--- src/rtl/clk_div_pkg.sv ---
// Shared types and default constants for the clk_div_ctrl programmable clock divider.
package clk_div_pkg;

  localparam int CNT_W_DEF   = 8;
  localparam int DIV_RST_DEF = 4;

  typedef enum logic [1:0] {
    IDLE  = 2'd0,
    RUN   = 2'd1,
    DRAIN = 2'd2
  } state_t;

endpackage

--- src/rtl/clk_div_core.sv ---
// Half-period counter and toggle flop for the divided clock; flags rising toggles and
// period boundaries (the falling toggle) back to the controller.
module clk_div_core
  import clk_div_pkg::*;
#(
  parameter int CNT_W = CNT_W_DEF
) (
  input  logic             i_clk,
  input  logic             i_rst,
  input  logic             i_run,
  input  logic             i_clear,
  input  logic [CNT_W-1:0] i_div,
  output logic             o_clk,
  output logic             o_tick,
  output logic             o_pb
);

  logic [CNT_W-1:0] r_cnt;
  logic             r_clk;
  logic             r_tick;
  logic             w_hit;

  // i_div is never zero while i_run is high, so the decrement cannot wrap in use.
  assign w_hit  = (r_cnt == i_div - CNT_W'(1));
  assign o_pb   = i_run && w_hit && r_clk;
  assign o_clk  = r_clk;
  assign o_tick = r_tick;

  always_ff @(posedge i_clk) begin
    if (!i_rst) begin
      r_cnt  <= '0;
      r_clk  <= 1'b0;
      r_tick <= 1'b0;
    end else begin
      r_tick <= 1'b0;
      if (i_clear) begin
        r_cnt <= '0;
        r_clk <= 1'b0;
      end else if (i_run) begin
        if (w_hit) begin
          r_cnt  <= '0;
          r_clk  <= ~r_clk;
          r_tick <= ~r_clk;
        end else begin
          r_cnt <= r_cnt + CNT_W'(1);
        end
      end
    end
  end

endmodule

--- src/rtl/clk_div_ctrl.sv ---
// Divider controller: FSM, one-deep pending divide register and cfg handshake.
// Define CLK_DIV_CTRL_CNT_EN to add the 16-bit period_cnt output.
module clk_div_ctrl
  import clk_div_pkg::*;
#(
  parameter int CNT_W   = CNT_W_DEF,
  parameter int DIV_RST = DIV_RST_DEF
) (
  input  logic             clk,
  input  logic             rst,
  input  logic             en,
  input  logic             cfg_valid,
  output logic             cfg_ready,
  input  logic [CNT_W-1:0] cfg_div,
  output logic             clk_out,
  output logic             tick,
  output logic             busy,
  output logic [CNT_W-1:0] cur_div
`ifdef CLK_DIV_CTRL_CNT_EN
  ,
  output logic [15:0]      period_cnt
`endif
);

  state_t           r_state;
  logic             r_busy;
  logic             r_pendVld;
  logic [CNT_W-1:0] r_pend;
  logic [CNT_W-1:0] r_curDiv;
  logic             w_xfer;
  logic             w_run;
  logic             w_pb;

  assign w_xfer    = cfg_valid && !r_pendVld;
  assign w_run     = (r_state != IDLE);
  assign cfg_ready = !r_pendVld;
  assign busy      = r_busy;
  assign cur_div   = r_curDiv;

  // Held cleared while idle so every start begins with a full low phase.
  clk_div_core #(.CNT_W(CNT_W)) u_core (
    .i_clk   (clk),
    .i_rst   (rst),
    .i_run   (w_run),
    .i_clear (!w_run),
    .i_div   (r_curDiv),
    .o_clk   (clk_out),
    .o_tick  (tick),
    .o_pb    (w_pb)
  );

  always_ff @(posedge clk) begin
    if (!rst) begin
      r_state   <= IDLE;
      r_busy    <= 1'b0;
      r_pendVld <= 1'b0;
      r_pend    <= '0;
      r_curDiv  <= CNT_W'(DIV_RST);
    end else begin
      case (r_state)
        IDLE: begin
          if (en && r_curDiv != '0) begin
            r_state <= RUN;
            r_busy  <= 1'b1;
            if (w_xfer) begin
              r_pend    <= cfg_div;
              r_pendVld <= 1'b1;
            end
          end else if (w_xfer) begin
            r_curDiv <= cfg_div;
          end else if (r_pendVld) begin
            r_curDiv  <= r_pend;
            r_pendVld <= 1'b0;
          end
        end
        default: begin
          // A value accepted on a boundary cycle waits for the next boundary.
          if (w_pb && r_pendVld) begin
            r_curDiv  <= r_pend;
            r_pendVld <= 1'b0;
          end else if (w_xfer) begin
            r_pend    <= cfg_div;
            r_pendVld <= 1'b1;
          end
          if (w_pb && ((r_pendVld && r_pend == '0) || !en)) begin
            r_state <= IDLE;
            r_busy  <= 1'b0;
          end else begin
            r_state <= en ? RUN : DRAIN;
            r_busy  <= 1'b1;
          end
        end
      endcase
    end
  end

`ifdef CLK_DIV_CTRL_CNT_EN
  logic [15:0] r_periodCnt;

  assign period_cnt = r_periodCnt;

  always_ff @(posedge clk) begin
    if (!rst) begin
      r_periodCnt <= 16'd0;
    end else if (w_pb) begin
      r_periodCnt <= r_periodCnt + 16'd1;
    end
  end
`endif

endmodule
--- config.mk ---
export PLATFORM = sky130hd
export DESIGN_NAME = clk_div_ctrl
export DESIGN_NICKNAME = d
export VERILOG_FILES = /design/src/rtl/clk_div_pkg.sv /design/src/rtl/clk_div_core.sv /design/src/rtl/clk_div_ctrl.sv
export SDC_FILE = /design/constraint.sdc
export NUM_CORES = 1
export LEC_CHECK = 0
export ABC_AREA = 0
export CAP_MARGIN = 20
export CORE_ASPECT_RATIO = 0.75
export CORE_MARGIN = 10
export CORE_UTILIZATION = 40
export DETAILED_ROUTE_END_ITERATION = 10
export GPL_ROUTABILITY_DRIVEN = 0
export PLACE_DENSITY_LB_ADDON = 0.15
export SYNTH_ARGS = -nofsm -noshare
export SYNTH_HDL_FRONTEND = slang
export SYNTH_SLANG_ARGS = --single-unit
--- constraint.sdc ---
create_clock -name clk -period 3.7 [get_ports clk]
set_input_delay 0.74 -clock clk [delete_from_list [all_inputs] [get_ports clk]]
set_output_delay 0.74 -clock clk [all_outputs]
set_load 0.005 [all_outputs]
# --- Word level (Yosys, flattened, before mapping) ---
# Index checks and enable logic that the tools add are counted.
word_totals:
  input_bits: 12
  regBits: 30
classes:
  n_mux: 21
  n_reduce_logical: 20
  bitwise_logic: 3
  n_addsub: 2
  eq_ne: 6
ops:
  columns: ["operator", "n"]
  rows:
  - ["two-way mux 8 bit", 9]
  - ["adder 8 x 1 -> 8 bit, second input constant", 1]
  - ["equality test 8 bit", 1]
  - ["logical NOT 8 bit", 1]
  - ["two-way mux 1 bit", 8]
  - ["two-way mux 2 bit", 4]
  - ["nonzero test 8 bit", 1]
  - ["subtractor 8 x 1 -> 8 bit, second input constant", 1]
  - ["logical AND 1 bit", 7]
  - ["inequality test 3 bit, second input constant", 2]
  - ["AND reduction 3 bit", 2]
  - ["inequality test 2 bit, second input constant", 2]
  - ["AND reduction 2 bit", 2]
  - ["nonzero test 2 bit", 2]
  - ["inverter 1 bit", 3]
  - ["OR reduction 3 bit", 1]
  - ["logical NOT 1 bit", 2]
  - ["logical NOT 2 bit", 1]
  - ["inequality test 2 x 1 -> 1 bit, second input constant", 1]
  - ["logical OR 1 bit", 1]

# --- Logic depth before layout (Yosys ltp) ---
# Gate-level depths: netlist (run 1).
logic_depth:
  depth_word: 7
  depth_mapped: 10
  ltp_nobuf: 8

# --- Cells and area by module ---
# Synthesis (run 1) repeated with hierarchy kept, for this count alone.
hier_totals:
  hier_cells: 180
  hier_area_um2: 1676.6
by_module_without_submodules:
  columns: ["module", "n_inst", "seq_area_each_um2", "area_per_inst_um2", "cells_per_inst"]
  rows:
  - ["clk_div_ctrl", 1, 400.4, 952.2, 99]
  - ["clk_div_core", 1, 200.2, 724.4, 81]

# --- Least setup slack after synthesis (run 1) ---
# Ideal clock, no wire load.
synth_timing:
  path_kind: "register to register"
  start: "register r_curDiv[0], in the netlist cur_div[0]"
  end: "register r_curDiv[2], in the netlist cur_div[2]"
  stages_incl_launch_ff: 11
  required_ps: 3579
  t_arrival_ps: 2419
  setup_ps: 121
  slack_ps: 1160
  period_less_slack_ps: 2540
  n_path_buf: 2
  path_cell_list: "dfxtp_1 -> clkbuf_1 -> inv_1 -> ha_1 -> clkbuf_1 -> o21ba_2 -> a221oi_1 -> a41oi_1 -> nor2_1 -> a31oi_4 -> mux2_4"
synth_via:
  elab_chain_cells: 7
synth_lines:
  columns: ["item", "line", "text"]
  rows:
  - ["start, declared", "clk_div_ctrl.sv:29", "logic [CNT_W-1:0] r_curDiv;"]
  - ["start signal, assigned", "clk_div_ctrl.sv:58", "r_curDiv <= CNT_W'(DIV_RST);"]
  - ["start signal, assigned", "clk_div_ctrl.sv:70", "r_curDiv <= cfg_div;"]
  - ["start signal, assigned", "clk_div_ctrl.sv:72", "r_curDiv <= r_pend;"]
  - ["subtractor 8 x 1 -> 8 bit", "clk_div_core.sv:24", "assign w_hit = (r_cnt == i_div - CNT_W'(1));"]
  - ["equality test 8 bit", "clk_div_core.sv:24", null]
  - ["logical AND 1 bit (2 in a row)", "clk_div_core.sv:25", "assign o_pb = i_run && w_hit && r_clk;"]
  - ["logical AND 1 bit", "clk_div_ctrl.sv:78", "if (w_pb && r_pendVld) begin"]
  - ["nonzero test 2 bit (no source line)", null, null]
  - ["AND reduction 3 bit (no source line) (*)", null, null]
# Mark *: on every way between the ends. The rest lies on a longest branch, timed or not.
# A chain may end at the register's enable or synchronous reset.

# --- Final worst setup path (run 1) ---
# Ends and elaborated chain as after synthesis.

==> results of run 1 <==
power by group:
| part | internal, mW | switching (mW) | leakage, nW |
|---|---|---|---|
| Clock | 0.129 | 0.113 | 0.0383 |
| Combinational | 0.0862 | 0.0745 | 0.496 |
| Sequential | 0.339 | 0.0197 | 0.244 |
critical path: cells and delay by family, from the launching register on:
| kind | cells | cell delay (ps) |
|---|---|---|
| AOI/OAI and AO/OA | 4 | 880 |
| DFF | 1 | 490 |
| and+or+nand+nor | 1 | 400 |
| muxes | 1 | 350 |
| adders and majority gates | 1 | 320 |
| buffers and inverters | 1 | 130 |
metal layers:
metal	up-vias	share of wire, %
met5	-	0
met4	0	1.8
met3	7	6.2
met2	23	46
met1	617	45
li1	664	-
cells by family after synthesis:
kind of cell / synth area share, %
and+or+nand+nor: 22.3
AOI/OAI and AO/OA: 11.9
muxes: 15.5
DFF: 36.6
buffers and inverters: 2.97
xor gates and xnor gates: 8.54
adders and majority gates: 2.29
stage by stage:
stage / cells / hold WS (ps) / util (%) / cell area (um2) / power (mW)
floorplan: 178 / 437 / - / 1640 / 0.475
global placement: 249 / 453 / 47.9 / 1920 / 0.523
detailed placement: 249 / 476 / 47.9 / 1920 / 0.527
CTS: 256 / 485 / 49.8 / 1990 / 0.774
global route: 256 / 519 / 49.8 / 1990 / 0.804
finish: 256 / 485 / 49.8 / 1990 / 0.762
cell type report:
class                      instances  share of cell area, %
multi-input combinational        135                   49.7
sequential                        30                   30.1
timing repair buffer              24                   11.9
clock buffer                       7                   3.83
tap                               55                   3.45
inverter                           5                  0.941
placed cells by master (no fill, tap or decap), types with 2 or more instances in the layout:
master,count
sky130_fd_sc_hd__a211o_1,2
sky130_fd_sc_hd__xnor2_1,11
sky130_fd_sc_hd__clkdlybuf4s50_1,23
sky130_fd_sc_hd__nor3_1,5
sky130_fd_sc_hd__mux2_2,7
sky130_fd_sc_hd__clkbuf_1,2
sky130_fd_sc_hd__nand2_1,18
sky130_fd_sc_hd__a21oi_1,3
sky130_fd_sc_hd__dfxtp_1,30
sky130_fd_sc_hd__nand3_1,5
sky130_fd_sc_hd__nor2b_1,10
sky130_fd_sc_hd__nor2_1,15
sky130_fd_sc_hd__ha_1,3
sky130_fd_sc_hd__clkbuf_8,5
sky130_fd_sc_hd__o21ai_0,4
sky130_fd_sc_hd__and3_1,3
sky130_fd_sc_hd__or2_2,2
sky130_fd_sc_hd__mux2i_1,16
sky130_fd_sc_hd__inv_1,5
sky130_fd_sc_hd__nor4_1,3
sky130_fd_sc_hd__xor2_1,5
worst max path at each step:
stage	from	end	slack [ps]	cells after the start
after detailed placement	cfg_valid	cur_div[2]	980	5
final	cur_div[0]	cur_div[2]	1020	8
after floorplan	cur_div[0]	cur_div[2]	1160	10
after CTS	cur_div[0]	cur_div[2]	1000	8
after global placement	cfg_valid	cur_div[2]	1040	5
after global routing	cur_div[0]	cur_div[2]	850	8
flip-flops by register name, summed over array words and instances, names as in the netlist:
register,count
busy,1
r_pend,8
r_pendVld,1
u_core.r_cnt,8
cur_div,8
r_state,2
u_core.o_clk,1
u_core.o_tick,1
==> impl_results.rst, run 1 <==
.. list-table::
   :header-rows: 1

   * - Metric
     - Value
   * - Status
     - complete, no violations
   * - Max transition margin
     - 35.4%
   * - Critical path type
     - reg -> reg
   * - Clk pin slew, worst setup/hold paths
     - 60 ps
   * - Reg2Reg Launch Point
     - cur_div[0]
   * - Unrepaired setup endpoints after global routing
     - false
   * - Class of the tightest hold or removal check
     - reg -> reg
   * - Via count
     - 1311
   * - Area fraction of the dominant cell type after synthesis
     - 36.6%
   * - Vias per std cell
     - 5.12
   * - Sequential cell area fraction in the yosys report
     - 36.6%
   * - Worst endpoint data arrival time
     - 2840 ps
   * - Syn Nets
     - 193
   * - Most frequent cell after synthesis
     - sky130_fd_sc_hd__dfxtp_1
   * - Leak
     - 0.779 nW
   * - Worst slew pin tran
     - 966 ps
   * - Met3 layer usage reported by global route
     - 4.04%
   * - Ant. Diodes
     - 0
   * - Met1 usage
     - 12.0%
   * - Placement Setup Slack
     - 982 ps
   * - Grt total ovfl
     - 0
   * - Post-CTS Setup Inserts
     - 0
   * - Avg Cell Area, Syn
     - 9.22 um2
   * - Depth of the worst hold-timing path
     - 1
   * - Sum of negative setup slack
     - 0 ps
   * - Drt pass-1 iters
     - 4
   * - Clock network latency to the later pin of the worst-skew pair
     - 280 ps
   * - Endpoint class of the critical path
     - register
   * - Layout Skew
     - 4.10 ps
   * - Tcrit/Tclk final
     - 72.3%
   * - Vias in the first global route
     - 1327
   * - Flip-flop and latch count after synthesis
     - 30
   * - Hold buffer count at cts
     - 0
   * - Total GRT Usage
     - 10.9%
   * - Critical Path Source Type
     - register
   * - Number of levels in the clock H-tree
     - 2
   * - Post-detailed-routing wire length
     - 3600 um
   * - Cells on worst reg2reg path
     - 8
   * - Met2 usage
     - 18.4%
   * - Initial core utilization
     - 41.0%
   * - Post-route minimum period
     - 2680 ps
   * - Average wire per standard cell
     - 14.0 um
   * - Cells resized by post-CTS repair
     - 0
   * - Area grow syn2layout
     - 21.5%
   * - Count of unique library cells instantiated by Yosys
     - 42
   * - Number of fill cells
     - 392
   * - Clock sink total
     - 30
   * - Library cell with the largest summed area after synthesis
     - sky130_fd_sc_hd__dfxtp_1
   * - CTS Root Buffer Type
     - sky130_fd_sc_hd__clkbuf_8
   * - DIE HEIGHT
     - 75.5 um
   * - Ratio of cells with drive above 1 in the final layout
     - 12.4%
   * - Wire length of the first global-routing pass
     - 6080 um
   * - Sequential cell area
     - 601 um2
   * - Gate count after technology mapping
     - 178
   * - Delay of the slowest critical-path stage
     - 490 ps
   * - Hold Fails Final Rpt
     - 0
   * - Fraction of registers with async set or reset after synthesis
     - 0%
   * - Post-detailed-placement half-perimeter wirelength
     - 2770 um
   * - Setup-failing EPs final
     - 0
   * - Largest voltage drop on the vdd net
     - 0.188 mV
   * - Core Footprint
     - 4000 um2
   * - Total standard cell area after synthesis
     - 1640 um2
   * - EDFF count, synth
     - 0
   * - Crit path required time
     - 3870 ps
   * - Achievable clock frequency
     - 374 MHz
   * - Buffers from clock root to sink, at most
     - 2
   * - Horiz. Die Dim
     - 94.0 um
   * - Count of pins on the block boundary
     - 24
   * - Number of violations of the max-capacitance limit
     - 0
   * - Row Count
     - 20
   * - Post-route DRC
     - 0
   * - Critical Path Fanout Max
     - 8
   * - Post-layout worst setup margin
     - 1020 ps
   * - Primary flip-flop cell chosen by synthesis mapping
     - sky130_fd_sc_hd__dfxtp_1
   * - Area of the die
     - 7090 um2
   * - Pin count of the biggest net entering global routing
     - 29
   * - Max-slew violation count
     - 0
   * - Area occupied by multi-input gates
     - 992 um2
   * - Hold_sp
     - u_core.r_cnt[0]
   * - Critical-path top delay cell
     - sky130_fd_sc_hd__dfxtp_1
   * - Commonest cells post-synth
     - sky130_fd_sc_hd__dfxtp_1 (30), sky130_fd_sc_hd__nand2_1 (18), sky130_fd_sc_hd__mux2i_1 (16), sky130_fd_sc_hd__nor2_1 (15), sky130_fd_sc_hd__xnor2_1 (11)
   * - Clock buffer count from CTS
     - 5
   * - Final layout net count
     - 216
   * - Routing layer with the top usage in global route
     - met2
   * - Number of DRC markers in iteration 0
     - 32
   * - Critical register-to-register path endpoint
     - cur_div[2]
   * - Cell Chain, Critical Path
     - inv_1 > ha_1 > o21ba_2 > a221oi_1 > a41oi_1 > nor2_1 > a31oi_4 > mux2_4
   * - Hold endpoint
     - u_core.r_cnt[0]
   * - Number of antenna violations at the first check in global routing
     - 0
   * - Count of warnings emitted by yosys
     - 0
   * - FF-to-FF setup slack
     - 1020 ps
   * - Quantity of I/O buffers inserted on ports
     - 23
   * - Power Dens Cells
     - 382 nW/um2
   * - TritonCTS clock tree
     - built
   * - DRT antenna net count
     - 0
   * - Most area-consuming cells after synthesis
     - sky130_fd_sc_hd__dfxtp_1 (37%), sky130_fd_sc_hd__mux2i_1 (9.8%), sky130_fd_sc_hd__xnor2_1 (5.9%)
Power figures use the tool's default switching activity.
==> inputs of run 2 (changes only) <==
==> constraint.sdc (replaced) <==
create_clock -name clk -period 2.65 [get_ports clk]
set_input_delay 0.53 -clock clk [delete_from_list [all_inputs] [get_ports clk]]
set_output_delay 0.53 -clock clk [all_outputs]
set_load 0.005 [all_outputs]
==> impl_results.rst, run 2 (same netlist as run 1, synthesis figures left out) <==
.. list-table::
   :header-rows: 1

   * - Metric
     - Value
   * - Row Count
     - 20 (unchanged)
   * - Tcrit/Tclk final
     - 91.8% (+19 points)
   * - Grt total ovfl
     - 0 (unchanged)
   * - CTS Root Buffer Type
     - sky130_fd_sc_hd__clkbuf_8
   * - Post-route minimum period
     - 2430 ps (-244 ps)
   * - DP Cell Count
     - 253 (+1.6%)
   * - Total GRT Usage
     - 11.2% (+0.31 points)
   * - Post-route DRC
     - 0 (unchanged)
   * - Vias per std cell
     - 5.13 (+0.19%)
   * - Ratio of cells with drive above 1 in the final layout
     - 14.1% (+1.7 points)
   * - Area of the die
     - 7090 um2 (unchanged)
   * - Post-detailed-routing wire length
     - 3620 um (+0.78%)
   * - Clock sink total
     - 30 (unchanged)
   * - Leak
     - 0.798 nW (+2.4%)
   * - Post-detailed-placement half-perimeter wirelength
     - 2850 um (+2.8%)
   * - Pin count of the biggest net entering global routing
     - 14 (-52%)
   * - Wire length of the first global-routing pass
     - 6220 um (+2.3%)
   * - Number of levels in the clock H-tree
     - 2 (unchanged)
   * - Worst endpoint data arrival time
     - 2600 ps (-240 ps)
   * - Horiz. Die Dim
     - 94.0 um (unchanged)
   * - Quantity of I/O buffers inserted on ports
     - 23 (unchanged)
   * - Most frequent standard cell in the layout excluding fill and tap cells
     - sky130_fd_sc_hd__dfxtp_1
   * - Core Footprint
     - 4000 um2 (unchanged)
   * - DIE HEIGHT
     - 75.5 um (unchanged)
   * - Count of pins on the block boundary
     - 24 (unchanged)
   * - Cells resized by post-CTS repair
     - 0 (unchanged)
   * - Initial core utilization
     - 41.0% (unchanged)
   * - Crit path required time
     - 2820 ps (-1050 ps)
   * - Clock network latency to the later pin of the worst-skew pair
     - 280 ps (about the same)
   * - Ant. Diodes
     - 0 (unchanged)
   * - Unrepaired setup endpoints after global routing
     - false
   * - Number of fill cells
     - 387 (-1.3%)
   * - Post-CTS Setup Inserts
     - 0 (unchanged)
   * - Max-slew violation count
     - 0 (unchanged)
   * - Layout Skew
     - 6.60 ps (+2.50 ps)
   * - Status
     - complete, no violations
   * - Final layout net count
     - 220 (+1.9%)
   * - Critical Path Source Type
     - register
   * - Achievable clock frequency
     - 411 MHz (+10%)
   * - TritonCTS clock tree
     - built
   * - Buffers from clock root to sink, at most
     - 2 (unchanged)
   * - Area grow syn2layout
     - 23.3%
   * - Critical Path Fanout Max
     - 8 (unchanged)
   * - Max transition margin
     - 67.5% (+32 points)
   * - Clock buffer count from CTS
     - 5 (unchanged)
   * - Clk pin slew, worst setup/hold paths
     - 60 ps (about the same)
   * - DRT antenna net count
     - 0 (unchanged)
   * - Vias in the first global route
     - 1312 (-1.1%)
   * - Average wire per standard cell
     - 13.9 um (-0.77%)
   * - Non-filler cells in the finished layout
     - 260 (+1.6%)
   * - Sum of negative setup slack
     - 0 ps (unchanged)
   * - Drt pass-1 iters
     - 4 (unchanged)
   * - Setup-failing EPs final
     - 0 (unchanged)
   * - Number of antenna violations at the first check in global routing
     - 0 (unchanged)
   * - Critical path type
     - reg -> reg
   * - Hold buffer count at cts
     - 0 (unchanged)
   * - Via count
     - 1334 (+1.8%)
   * - Largest voltage drop on the vdd net
     - 0.279 mV (+49%)
   * - Power Dens Cells
     - 535 nW/um2 (+40%)
   * - Commonest cells after routing, fill and taps aside
     - sky130_fd_sc_hd__dfxtp_1 (30), sky130_fd_sc_hd__clkdlybuf4s50_1 (23), sky130_fd_sc_hd__nand2_1 (18)
   * - Class of the tightest hold or removal check
     - reg -> reg
   * - Worst slew pin tran
     - 488 ps (-478 ps)
   * - Endpoint class of the critical path
     - register
   * - Hold Fails Final Rpt
     - 0 (unchanged)
   * - Number of DRC markers in iteration 0
     - 70 (+120%)
   * - Number of violations of the max-capacitance limit
     - 0 (unchanged)
## run 2: cell types whose count changed in the layout (fill, tap and decap cells not counted)
| cell | previous run | this run |
|---|---|---|
| sky130_fd_sc_hd__buf_4 | 1 | 5 |
## run 2: final cells by class
| cell class | count | area [um2] | share of cell area, % |
|---|---|---|---|
| timing repair buffer | 28 | 268 | 13.2 |
| clock buffer | 7 | 76.3 | 3.77 |
| tap | 55 | 68.8 | 3.40 |
| inverter | 5 | 18.8 | 0.927 |
| multi-input combinational | 135 | 992 | 49.0 |
| sequential | 30 | 601 | 29.7 |
## run 2: layer usage
layer | vias to the layer above | global-route usage [%] | wire [um]
met3 | 5 | 4.72 | 203
met2 | 19 | 17.0 | 1640
met5 | - | 0 | 0
met1 | 632 | 13.5 | 1730
li1 | 678 | - | -
met4 | 0 | 5.04 | 46
## run 2: report_power, final
group | leakage (nW) | internal, mW | switching [mW]
clock network | 0.0383 | 0.180 | 0.163
registers | 0.244 | 0.474 | 0.0238
logic | 0.515 | 0.131 | 0.110
## run 2: metrics by stage
| step | hold slack (ps) | cell area [um2] | total power [mW] | util [%] | worst slack [ps] |
|---|---|---|---|---|---|
| 2_1_floorplan | 437 | 1640 | 0.663 | - | 110 |
| 3_3_place_gp | 461 | 1950 | 0.745 | 48.7 | 311 |
| 3_5_place_dp | 465 | 1950 | 0.750 | 48.7 | 237 |
| 4_1_cts | 478 | 2020 | 1.10 | 50.6 | 226 |
| 5_1_grt | 492 | 2020 | 1.14 | 50.6 | 45.3 |
| 6_report | 471 | 2020 | 1.08 | 50.6 | 218 |
## run 2: final timing paths
check | slack, ps | start | cells past startpoint | end
worst min register to register | 470 | u_core.r_cnt[0] | 1 | u_core.r_cnt[0]
worst max register to register | 220 | cur_div[0] | 8 | cur_div[2]
worst min-delay path | 470 | u_core.r_cnt[0] | 1 | u_core.r_cnt[0]
worst max-delay path | 220 | cur_div[0] | 8 | cur_div[2]
## run 2: worst max-delay path: stages, from the launching register on
cell and delay [ps]:
sky130_fd_sc_hd__dfxtp_1 470, sky130_fd_sc_hd__inv_1 120, sky130_fd_sc_hd__ha_1 320, sky130_fd_sc_hd__o21ba_2 250, sky130_fd_sc_hd__a221oi_1 280, sky130_fd_sc_hd__a41oi_1 90, sky130_fd_sc_hd__nor2_1 240, sky130_fd_sc_hd__a31oi_4 220
sky130_fd_sc_hd__mux2_4 340
